--- src/rtl/vga_timing.sv ---
// 640x480@60 VGA raster generator: pixel/line counters, sync pulses, active flag and strobes.
// Optional completed-frame counter on output frame_count, enabled by defining VGA_FRAME_CNT_EN.
module vga_timing #(
   parameter int   H_ACTIVE = 640,
   parameter int   H_FP     = 16,
   parameter int   H_SYNC   = 96,
   parameter int   H_BP     = 48,
   parameter int   V_ACTIVE = 480,
   parameter int   V_FP     = 10,
   parameter int   V_SYNC   = 2,
   parameter int   V_BP     = 33,
   parameter logic SYNC_POL = 1'b0
) (
   input  logic        clk_25,
   input  logic        rst,
   output logic [9:0]  sx,
   output logic [9:0]  sy,
   output logic        active_pixel,
   output logic        hsync,
   output logic        vsync,
   output logic        line_start,
   output logic        frame_start
`ifdef VGA_FRAME_CNT_EN
   ,
   output logic [15:0] frame_count
`endif
);

   localparam int H_TOTAL = H_ACTIVE + H_FP + H_SYNC + H_BP;
   localparam int V_TOTAL = V_ACTIVE + V_FP + V_SYNC + V_BP;

   if (H_TOTAL > 1024 || V_TOTAL > 1024) begin : g_size_check
      $error("vga_timing: H_TOTAL=%0d V_TOTAL=%0d, both must be <= 1024", H_TOTAL, V_TOTAL);
   end

   localparam logic [9:0]  H_LAST = 10'(H_TOTAL - 1);
   localparam logic [9:0]  V_LAST = 10'(V_TOTAL - 1);
   // 11-bit window bounds so a 1024-wide field cannot alias to zero
   localparam logic [10:0] H_ACT  = 11'(H_ACTIVE);
   localparam logic [10:0] V_ACT  = 11'(V_ACTIVE);
   localparam logic [10:0] HS_LO  = 11'(H_ACTIVE + H_FP);
   localparam logic [10:0] HS_HI  = 11'(H_ACTIVE + H_FP + H_SYNC - 1);
   localparam logic [10:0] VS_LO  = 11'(V_ACTIVE + V_FP);
   localparam logic [10:0] VS_HI  = 11'(V_ACTIVE + V_FP + V_SYNC - 1);

   logic [9:0]  hc, vc;
   logic [10:0] hc_x, vc_x;
   logic        h_act, v_act, h_win, v_win;

   assign hc_x  = {1'b0, hc};
   assign vc_x  = {1'b0, vc};
   assign h_act = hc_x < H_ACT;
   assign v_act = vc_x < V_ACT;
   assign h_win = (hc_x >= HS_LO) && (hc_x <= HS_HI);
   assign v_win = (vc_x >= VS_LO) && (vc_x <= VS_HI);

   always_ff @(posedge clk_25) begin
      if (rst) begin
         hc <= '0;
         vc <= '0;
      end else if (hc == H_LAST) begin
         hc <= '0;
         vc <= (vc == V_LAST) ? '0 : vc + 10'd1;
      end else begin
         hc <= hc + 10'd1;
      end
   end

   // Every output is registered from the same hc/vc, so all describe one pixel.
   // vsync follows vc, which only moves when hc wraps, so its edges land at sx=0.
   always_ff @(posedge clk_25) begin
      if (rst) begin
         sx           <= '0;
         sy           <= '0;
         active_pixel <= 1'b0;
         line_start   <= 1'b0;
         frame_start  <= 1'b0;
         hsync        <= ~SYNC_POL;
         vsync        <= ~SYNC_POL;
      end else begin
         sx           <= hc;
         sy           <= vc;
         active_pixel <= h_act && v_act;
         line_start   <= (hc == '0);
         frame_start  <= (hc == '0) && (vc == '0);
         hsync        <= h_win ? SYNC_POL : ~SYNC_POL;
         vsync        <= v_win ? SYNC_POL : ~SYNC_POL;
      end
   end

`ifdef VGA_FRAME_CNT_EN
   logic first_seen;

   // The frame beginning right after reset is not a completed frame.
   always_ff @(posedge clk_25) begin
      if (rst) begin
         frame_count <= '0;
         first_seen  <= 1'b0;
      end else if ((hc == '0) && (vc == '0)) begin
         first_seen <= 1'b1;
         if (first_seen) frame_count <= frame_count + 16'd1;
      end
   end
`endif

endmodule

--- config.mk ---
export PLATFORM = sky130hd
export DESIGN_NAME = vga_timing
export DESIGN_NICKNAME = d
export VERILOG_FILES = /design/src/rtl/vga_timing.sv
export SDC_FILE = /design/constraint.sdc
export NUM_CORES = 1
export LEC_CHECK = 0
export ABC_AREA = 1
export CORE_ASPECT_RATIO = 1.1
export CORE_UTILIZATION = 45
export DETAILED_ROUTE_END_ITERATION = 10
export PLACE_DENSITY = 0.8
export SKIP_CTS_REPAIR_TIMING = 1
export SYNTH_ARGS = -nofsm -noshare
export SYNTH_HDL_FRONTEND = slang
export SYNTH_SLANG_ARGS = --single-unit
--- constraint.sdc ---
create_clock -name clk_25 -period 1.19 [get_ports clk_25]
set_input_delay 0.238 -clock clk_25 [delete_from_list [all_inputs] [get_ports clk_25]]
set_output_delay 0.238 -clock clk_25 [all_outputs]
set_load 0.01 [all_outputs]
==> summary.md, run 1 <==
| Metric | Value |
|---|---|
| Tot GR Track Use | `18.7%` |
| Post-Synthesis Cells | `230` |
| Num rows | `23` |
| Most frequent cells in the layout | `nor2_1 (46), nand2_1 (40), dfxtp_1 (40)` |
| Routed len/inst | `12.4 um` |
| RD Place Congestion | `0.838` |
| Post-Synthesis Cell Area | `1820 um2` |
| Die Area | `4300 um2` |
| PD cells | `1100 nW/um2` |
| Via density | `4.84` |
| Area occupied by multi-input gates | `853 um2` |
| Filler Cell Count | `281` |
| Initial Utilization | `48.6%` |
| Required @ worst endpoint | `1380 ps` |
| Slew at the pin with the worst max-slew slack | `295 ps` |
| Fmax | `0.740 GHz` |
| Synth Area in Simple Gates | `34.4%` |
| Tot Pwr | `2800 uW` |
| Height of the die | `68.6 um` |
| Core Box Area | `3740 um2` |
| Setup-failing EPs final | `20` |
| Critical path's most frequent cell | `nand2_1` |
| Fin crit period | `1350 ps` |
| NumNets Final | `288` |
| Largest family of logic cells by synthesized area | `simple AND/OR/NAND/NOR gates` |
| H-tree depth | `2` |
| Setup ws final | `-161 ps` |
| Final max-slew violation count | `0` |
| Most common cell after layout, fill and taps aside | `nor2_1` |
| Clock buffer depth | `2` |
| Top-Level Pins | `27` |
| Antenna Nets Post-Route | `0` |
| Layout cells sized above 1 | `24.1%` |
| Static leakage | `0.00150 uW` |
| CP max stage cell | `dfxtp_2` |
| Post-route DRC | `0` |
| Number of CTS-inserted buffers | `5` |
| Hold Violations, Final | `0` |
| Initial antenna violation count | `0` |
| Netlist cell types | `27` |
| Final Skew | `6.21 ps` |
| CP Class | `flop to flop` |
| WL final | `4100 um` |
| First drt pass iteration count | `4` |
| HPWL after DPL | `2740 um` |
| Synth Register Bits | `45` |
| CTS tree | `yes` |
| Syn nets | `236` |
| Largest net degree at the start of global routing | `14` |
| Status | `finished with violations` |
| Slowest stage delay, CP | `340 ps` |
| Mux share of post-synthesis cell area | `0%` |
| Layout area overhead | `39.9%` |
| Final period utilization | `114%` |
| YS warnings | `0` |
| Sequential Area | `907 um2` |
| Compound-Gate Fraction of Synth Area | `4.06%` |
| Skew-Pair Late Insertion Delay | `300 ps` |
| Max_cap viols | `0` |
| VDD IR max | `0.648 mV` |
| Critical Path AT | `1540 ps` |
| Maximum fanout along the worst path | `7` |
| Util after Layout | `68.0%` |
| Clk sinks | `45` |
| Min Hold Slack | `529 ps` |
| CTS clk-pin slew, worst paths | `80 ps` |
| Hold Path Class | `flop to flop` |
| GRT Residual Overflow | `0` |
| Number of I/O port buffers | `26` |
| First-pass GRT wire length | `6140 um` |
| Root Driver | `clkbuf_8` |
| Detailed router's first-iteration violation count | `116` |
| Post-synthesis adder-cell area fraction | `2.75%` |
| Buf/Inv on CP | `1` |
| CP delay by family, top | `simple AND/OR/NAND/NOR gates` |
| Unrepaired setup endpoints after global routing | `true` |
| Crit path cell chain | `inv_1 -> ha_1 -> nand2_1 -> nor2_1 -> nand2_1 -> nand2_1 -> nand2_8 -> nand2_1 -> nor2_2` |
| Seq/Total Area, Yosys | `49.6%` |
| Die width | `62.6 um` |
| Failing checks | `setup timing` |
| Avg Inst Size Synth | `7.90 um2` |
| CP endpoint kind | `flop` |
| Vias in the first global route | `1,436` |
| Antenna cells | `0` |
| Post-synthesis xor/xnor area fraction | `1.45%` |
| Routed via count | `1,607` |
| Startpoint Class | `flop` |
| Slew HR | `80.2%` |
cell usage after synthesis (all sizes together):
| library cell | instances | area share [%] |
|---|---|---|
| nor2 | 59 | 15 |
| nand2 | 49 | 12 |
| dfxtp | 45 | 50 |
| inv | 32 | 6.7 |
| nand3 | 9 | 3.2 |
| o21ai | 7 | 1.9 |
| nand4 | 6 | 2.1 |
| a21oi | 5 | 1.4 |
| ha | 4 | 2.8 |
| nor3 | 3 | 1.1 |
| xor2 | 3 | 1.4 |
| clkbuf | 2 | 0.41 |
| nor4 | 2 | 0.69 |
| and3 | 1 | 0.34 |
| buf | 1 | 0.62 |
| o211ai | 1 | 0.41 |
| o22ai | 1 | 0.34 |
cell type report:
type | count | share of cell area (%)
Multi-Input combinational cell | 151 | 33.6
Inverter | 32 | 4.82
Timing Repair Buffer | 47 | 19.4
Sequential cell | 45 | 35.7
Tap cell | 50 | 2.46
Clock inverter | 2 | 1.38
Clock buffer | 5 | 2.71
cells by family after synthesis:
family	after synthesis
AND/OR/NAND/NOR	129
flip-flops	45
buffers and inverters	35
AO/OA/AOI/OAI	14
adder cells (fa/ha/maj)	4
XOR/XNOR	3
worst min-delay path: stages (launching register included):
cell and delay [ps]:
dfxtp_1 350, inv_1 90, nor2_1 40
flip-flops by register name, indices dropped and copies added, names as in the netlist:
signal	cells
vsync	1
hc	10
sy	10
line_start	1
vc	10
hsync	1
sx	10
active_pixel	1
frame_start	1
stage by stage:
step           cells  setup TNS [ps]  setup slack [ps]  cell area (um2)
2_1_floorplan    230           -16.9             -6.80             1850
3_3_place_gp     323           -1850              -120             2310
4_1_cts          330           -6840              -222             2420
3_5_place_dp     323           -2210              -143             2310
5_1_grt          332           -3650              -216             2540
6_report         332           -2390              -161             2540
per-layer routing:
metal / share of wire (%) / track usage (%)
met5: 0 / 0
met4: 2.6 / 11.0
met3: 5.2 / 5.10
met2: 49 / 31.3
met1: 43 / 22.0
worst paths after layout:
| path | from | endpoint | slack (ps) | cells after the start |
|---|---|---|---|---|
| max | vc[0]$_SDFFE_PP0N_ | vc[3]$_SDFFE_PP0N_ | -160 | 9 |
| min | vc[7]$_SDFFE_PP0N_ | sy[7]$_SDFF_PP0_ | 530 | 2 |
| max reg2reg | vc[0]$_SDFFE_PP0N_ | vc[3]$_SDFFE_PP0N_ | -160 | 9 |
| min reg2reg | vc[7]$_SDFFE_PP0N_ | sy[7]$_SDFF_PP0_ | 530 | 2 |
where the power goes:
| part | switching [uW] | leakage (uW) | total [uW] | internal, uW |
|---|---|---|---|---|
| Combinational | 82.3 | 0.00108 | 157 | 74.6 |
| Sequential | 11.7 | 0.000366 | 1540 | 1530 |
| Clock | 493 | 0.0000540 | 1100 | 610 |
| Total | 588 | 0.00150 | 2800 | 2210 |
No activity file was read; power rests on OpenSTA's default activity.
==> run 2, diff against run 1 <==
--- a/config.mk
+++ b/config.mk
@@ -7,6 +7,7 @@
 export LEC_CHECK = 0
 export ABC_AREA = 1
 export CORE_ASPECT_RATIO = 1.1
+export CORE_MARGIN = 10
 export CORE_UTILIZATION = 45
 export DETAILED_ROUTE_END_ITERATION = 10
 export PLACE_DENSITY = 0.8
==> summary.md, run 2 (synthesis gave the netlist of run 1 again) <==
| Metric | Value |
|---|---|
| CTS clk-pin slew, worst paths | `80 ps` |
| Required @ worst endpoint | `1390 ps` |
| WL final | `4500 um` |
| Min Hold Slack | `513 ps` |
| HPWL after DPL | `3250 um` |
| Die width | `80.6 um` |
| Max_cap viols | `0` |
| Vias in the first global route | `1,626` |
| Setup-failing EPs final | `20` |
| Num rows | `24` |
| Height of the die | `86.6 um` |
| Fin crit period | `1350 ps` |
| Core Box Area | `3930 um2` |
| Number of CTS-inserted buffers | `5` |
| Detailed router's first-iteration violation count | `132` |
| RD Place Congestion | `0.935` |
| Maximum fanout along the worst path | `7` |
| Buf/Inv on CP | `0` |
| Tot GR Track Use | `12.3%` |
| Die Area | `6980 um2` |
| Slew at the pin with the worst max-slew slack | `325 ps` |
| Static leakage | `0.00150 uW` |
| Final period utilization | `113%` |
| CP endpoint kind | `flop` |
| Initial Utilization | `46.2%` |
| Layout cells sized above 1 | `27.2%` |
| VDD IR max | `0.626 mV` |
| Routed len/inst | `13.3 um` |
| Hold Violations, Final | `0` |
| Root Driver | `clkbuf_8` |
| CTS tree | `yes` |
| Number of I/O port buffers | `26` |
| Antenna Nets Post-Route | `0` |
| Unrepaired setup endpoints after global routing | `true` |
| Antenna cells | `0` |
| First drt pass iteration count | `4` |
| Fmax | `0.743 GHz` |
| Critical Path AT | `1550 ps` |
| Startpoint Class | `flop` |
| Post-route DRC | `0` |
| Final max-slew violation count | `0` |
| H-tree depth | `2` |
| GRT Residual Overflow | `0` |
| Skew-Pair Late Insertion Delay | `300 ps` |
| Final Skew | `7.75 ps` |
| Filler Cell Count | `321` |
| Failing checks | `setup timing` |
| Status | `finished with violations` |
| Clk sinks | `45` |
| NumNets Final | `292` |
| Hold Path Class | `flop to flop` |
| CP max stage cell | `dfxtp_2` |
| Top-Level Pins | `27` |
| Critical path's most frequent cell | `nand2_4` |
| PD cells | `1020 nW/um2` |
| Slew HR | `78.1%` |
| First-pass GRT wire length | `6760 um` |
| Setup ws final | `-157 ps` |
| Clock buffer depth | `2` |
| Most frequent cells in the layout | `nor2_1 (45), dfxtp_1 (40), nand2_1 (36)` |
| CP delay by family, top | `simple AND/OR/NAND/NOR gates` |
| Routed via count | `1,637` |
| Crit path cell chain | `ha_4 -> nand2_4 -> nor2_8 -> nand3_4 -> nand2_4 -> nand2_8 -> nand2_1 -> nor2_2` |
| Largest net degree at the start of global routing | `14` |
| Util after Layout | `65.5%` |
| Initial antenna violation count | `0` |
| Slowest stage delay, CP | `360 ps` |
| Via density | `4.83` |
| Most common cell after layout, fill and taps aside | `nor2_1` |
| CP Class | `flop to flop` |
| R2r setup slk | `-160 ps` |
| Layout area overhead | `41.7%` |
## run 2: report_power, final
part,switching [uW],internal (uW)
logic,80.5,74.0
registers,11.9,1530
clock network,514,408
## run 2: worst paths after layout
path,start,end,cells after the start
setup / recovery,hc[0]$_SDFF_PP0_,vc[3]$_SDFFE_PP0N_,8
hold / removal,vc[7]$_SDFFE_PP0N_,sy[7]$_SDFF_PP0_,2
setup reg to reg,hc[0]$_SDFF_PP0_,vc[3]$_SDFFE_PP0N_,8
hold reg to reg,vc[7]$_SDFFE_PP0N_,sy[7]$_SDFF_PP0_,2
## run 2: final cells by class
class / count / area (um2) / area share, %
timing repair buffer: 51 / 523 / 20.3
sequential: 45 / 907 / 35.2
clock inverter: 2 / 10.0 / 0.389
clock buffer: 6 / 72.6 / 2.82
multi-input combinational: 151 / 870 / 33.8
inverter: 32 / 128 / 4.96
tap: 52 / 65.1 / 2.53
## run 2: layer usage
metal	track usage (%)	up-vias	part of all wire [%]	wire [um]
met3	4.04	8	3.5	156
met1	10.9	765	39	1760
met4	8.33	0	2.3	105
met5	0	-	0	0
li1	-	826	-	-
met2	22.8	38	55	2480
## run 2: tightest hold or removal path, delay by kind of cell, from the launching register on
kind / cells / cell delay (ps)
DFF: 1 / 350
buffers and inverters: 1 / 80
and+or+nand+nor: 1 / 40
## run 2: stage by stage
stage / instance area, um2 / setup WS [ps] / TNS (ps) / std cells / power [uW]
after CTS: 2420 / -235 / -7800 / 336 / 2610
after detailed placement: 2340 / -187 / -2870 / 328 / 1720
after global placement: 2340 / -138 / -2030 / 328 / 1710
after floorplan: 1850 / -6.80 / -16.9 / 230 / 1640
after global routing: 2570 / -241 / -3830 / 339 / 2700
final: 2570 / -157 / -2470 / 339 / 2620
==> run 3, diff against run 2 <==
--- a/config.mk
+++ b/config.mk
@@ -6,9 +6,9 @@
 export NUM_CORES = 1
 export LEC_CHECK = 0
 export ABC_AREA = 1
-export CORE_ASPECT_RATIO = 1.1
 export CORE_MARGIN = 10
 export CORE_UTILIZATION = 45
+export CTS_CLUSTER_SIZE = 8
 export DETAILED_ROUTE_END_ITERATION = 10
 export PLACE_DENSITY = 0.8
 export SKIP_CTS_REPAIR_TIMING = 1
==> summary.md, run 3 (synthesis gave the netlist of run 1 again) <==
| Metric | Value |
|---|---|
| Final non-filler cell total | `336` |
| RD Place Congestion | `0.870` |
| Reg2Reg Capture Point | `vc[3]$_SDFFE_PP0N_` |
| CP endpoint kind | `flop` |
| Required @ worst endpoint | `1390 ps` |
| Unrepaired setup endpoints after global routing | `true` |
| Root Driver | `clkbuf_8` |
| Most common cell after layout, fill and taps aside | `nor2_1` |
| NumNets Final | `291` |
| Skew-Pair Late Insertion Delay | `300 ps` |
| Hold Path End | `sy[7]$_SDFF_PP0_` |
| Static leakage | `0.00149 uW` |
| Die Area | `6980 um2` |
| Initial antenna violation count | `0` |
| WL final | `4320 um` |
| Final max-slew violation count | `0` |
| Vias in the first global route | `1,551` |
| CP Class | `flop to flop` |
| First-pass GRT wire length | `6820 um` |
| Routed via count | `1,630` |
| Setup ws final | `-108 ps` |
| Depth of the worst hold-timing path | `2` |
| Height of the die | `83.5 um` |
| VDD IR max | `0.560 mV` |
| First drt pass iteration count | `4` |
| Antenna cells | `0` |
| Die width | `83.5 um` |
| Via density | `4.85` |
| Fin crit period | `1300 ps` |
| Cell internal pwr | `2020 uW` |
| Startpoint Class | `flop` |
| Antenna Nets Post-Route | `0` |
| Hold Violations, Final | `0` |
| Layout area overhead | `41.3%` |
| CTS clk-pin slew, worst paths | `80 ps` |
| Number of CTS-inserted buffers | `5` |
| Net Switching | `602 uW` |
| Status | `finished with violations` |
| Tot GR Track Use | `11.3%` |
| Seq pwr share | `58.9%` |
| Routed len/inst | `12.9 um` |
| Logic gate share of total power | `6.0%` |
| Fmax | `0.771 GHz` |
| HPWL after DPL | `3070 um` |
| R2R Path Start | `hc[1]$_SDFF_PP0_` |
| Critical Path AT | `1500 ps` |
| Max_cap viols | `0` |
| PD cells | `1020 nW/um2` |
| GRT Residual Overflow | `0` |
| Maximum fanout along the worst path | `7` |
| Slew at the pin with the worst max-slew slack | `288 ps` |
| Layout cells sized above 1 | `28.0%` |
| Final period utilization | `109%` |
| Design area | `2570 um2` |
| Hold_sp | `vc[7]$_SDFFE_PP0N_` |
| Detailed router's first-iteration violation count | `190` |
| Top-Level Pins | `27` |
| R2r setup slk | `-110 ps` |
| H-tree depth | `2` |
| Clk sinks | `45` |
| CTS tree | `yes` |
| Post-route DRC | `0` |
| Clock Power Share | `35.2%` |
| Most frequent cells in the layout | `nor2_1 (42), dfxtp_1 (39), nand2_1 (36)` |
| Setup-failing EPs final | `20` |
| Core Box Area | `3940 um2` |
| # placed instances | `326` |
| Min Hold Slack | `505 ps` |
| Worst reg2reg path depth | `8` |
| Largest net degree at the start of global routing | `14` |
| Number of I/O port buffers | `26` |
| Num rows | `23` |
| Switching part of the total | `23.0%` |
| Initial Utilization | `46.1%` |
| Slew HR | `80.7%` |
| Hold Path Class | `flop to flop` |
| Clock buffer depth | `2` |
| Failing checks | `setup timing` |
| Final Skew | `6.27 ps` |
| Placement-stage cell area | `2320 um2` |
-- run 3: power groups by stage --
| stage | Combinational (uW) | Clock, uW | Sequential [uW] |
|---|---|---|---|
| 2_1_floorplan | 58.5 | 0 | 1590 |
| 3_3_place_gp | 135 | 0 | 1570 |
| 3_5_place_dp | 140 | 0 | 1580 |
| 4_1_cts | 140 | 934 | 1540 |
| 5_1_grt | 174 | 971 | 1540 |
| 6_report | 157 | 920 | 1540 |
-- run 3: cell type report --
class,instances,area (um2)
multi-input cells,151,882
flip-flops and latches,45,908
inverters,32,123
fillers,323,1380
well taps,50,62.6
clock inverters,1,7.51
clock buffers,7,76.3
repair buffers,50,507
-- run 3: routing by layer --
metal,GRT usage (%),wire [um],vias to the layer above
met5,0,0,-
met4,4.72,96,0
met2,18.9,2110,55
met3,3.52,315,11
li1,-,-,821
met1,13.1,1800,743
-- run 3: how the worst max path moves through the flow --
stage,startpoint,endpoint,slack (ps),cells past startpoint
final,hc[1]$_SDFF_PP0_,vc[3]$_SDFFE_PP0N_,-110,8
after CTS,frame_start$_SDFF_PP0_,frame_start,-260,1
after global placement,rst,vc[0]$_SDFFE_PP0N_,-100,6
after detailed placement,rst,frame_start$_SDFF_PP0_,-140,5
after floorplan,hc[0]$_SDFF_PP0_,vc[0]$_SDFFE_PP0N_,-7,8
after global routing,hc[1]$_SDFF_PP0_,vc[3]$_SDFFE_PP0N_,-170,8
-- run 3: critical path, stage by stage, from the launching register on --
cell and delay [ps]:
dfxtp_2 360, ha_4 160, nand2_4 70, nor2_8 150, nand3_4 130, nand2_4 120, nand2_8 80, nand2_1 90
nor2_2 40
-- run 3: metrics by stage --
stage	setup TNS, ps	power, uW	utilization [%]	worst slack, ps
after floorplan	-16.9	1640	-	-6.80
after global placement	-1570	1710	59.0	-103
after detailed placement	-2280	1720	59.0	-144
after CTS	-6980	2610	61.1	-258
after global routing	-2910	2690	65.1	-167
final	-1760	2620	65.1	-108
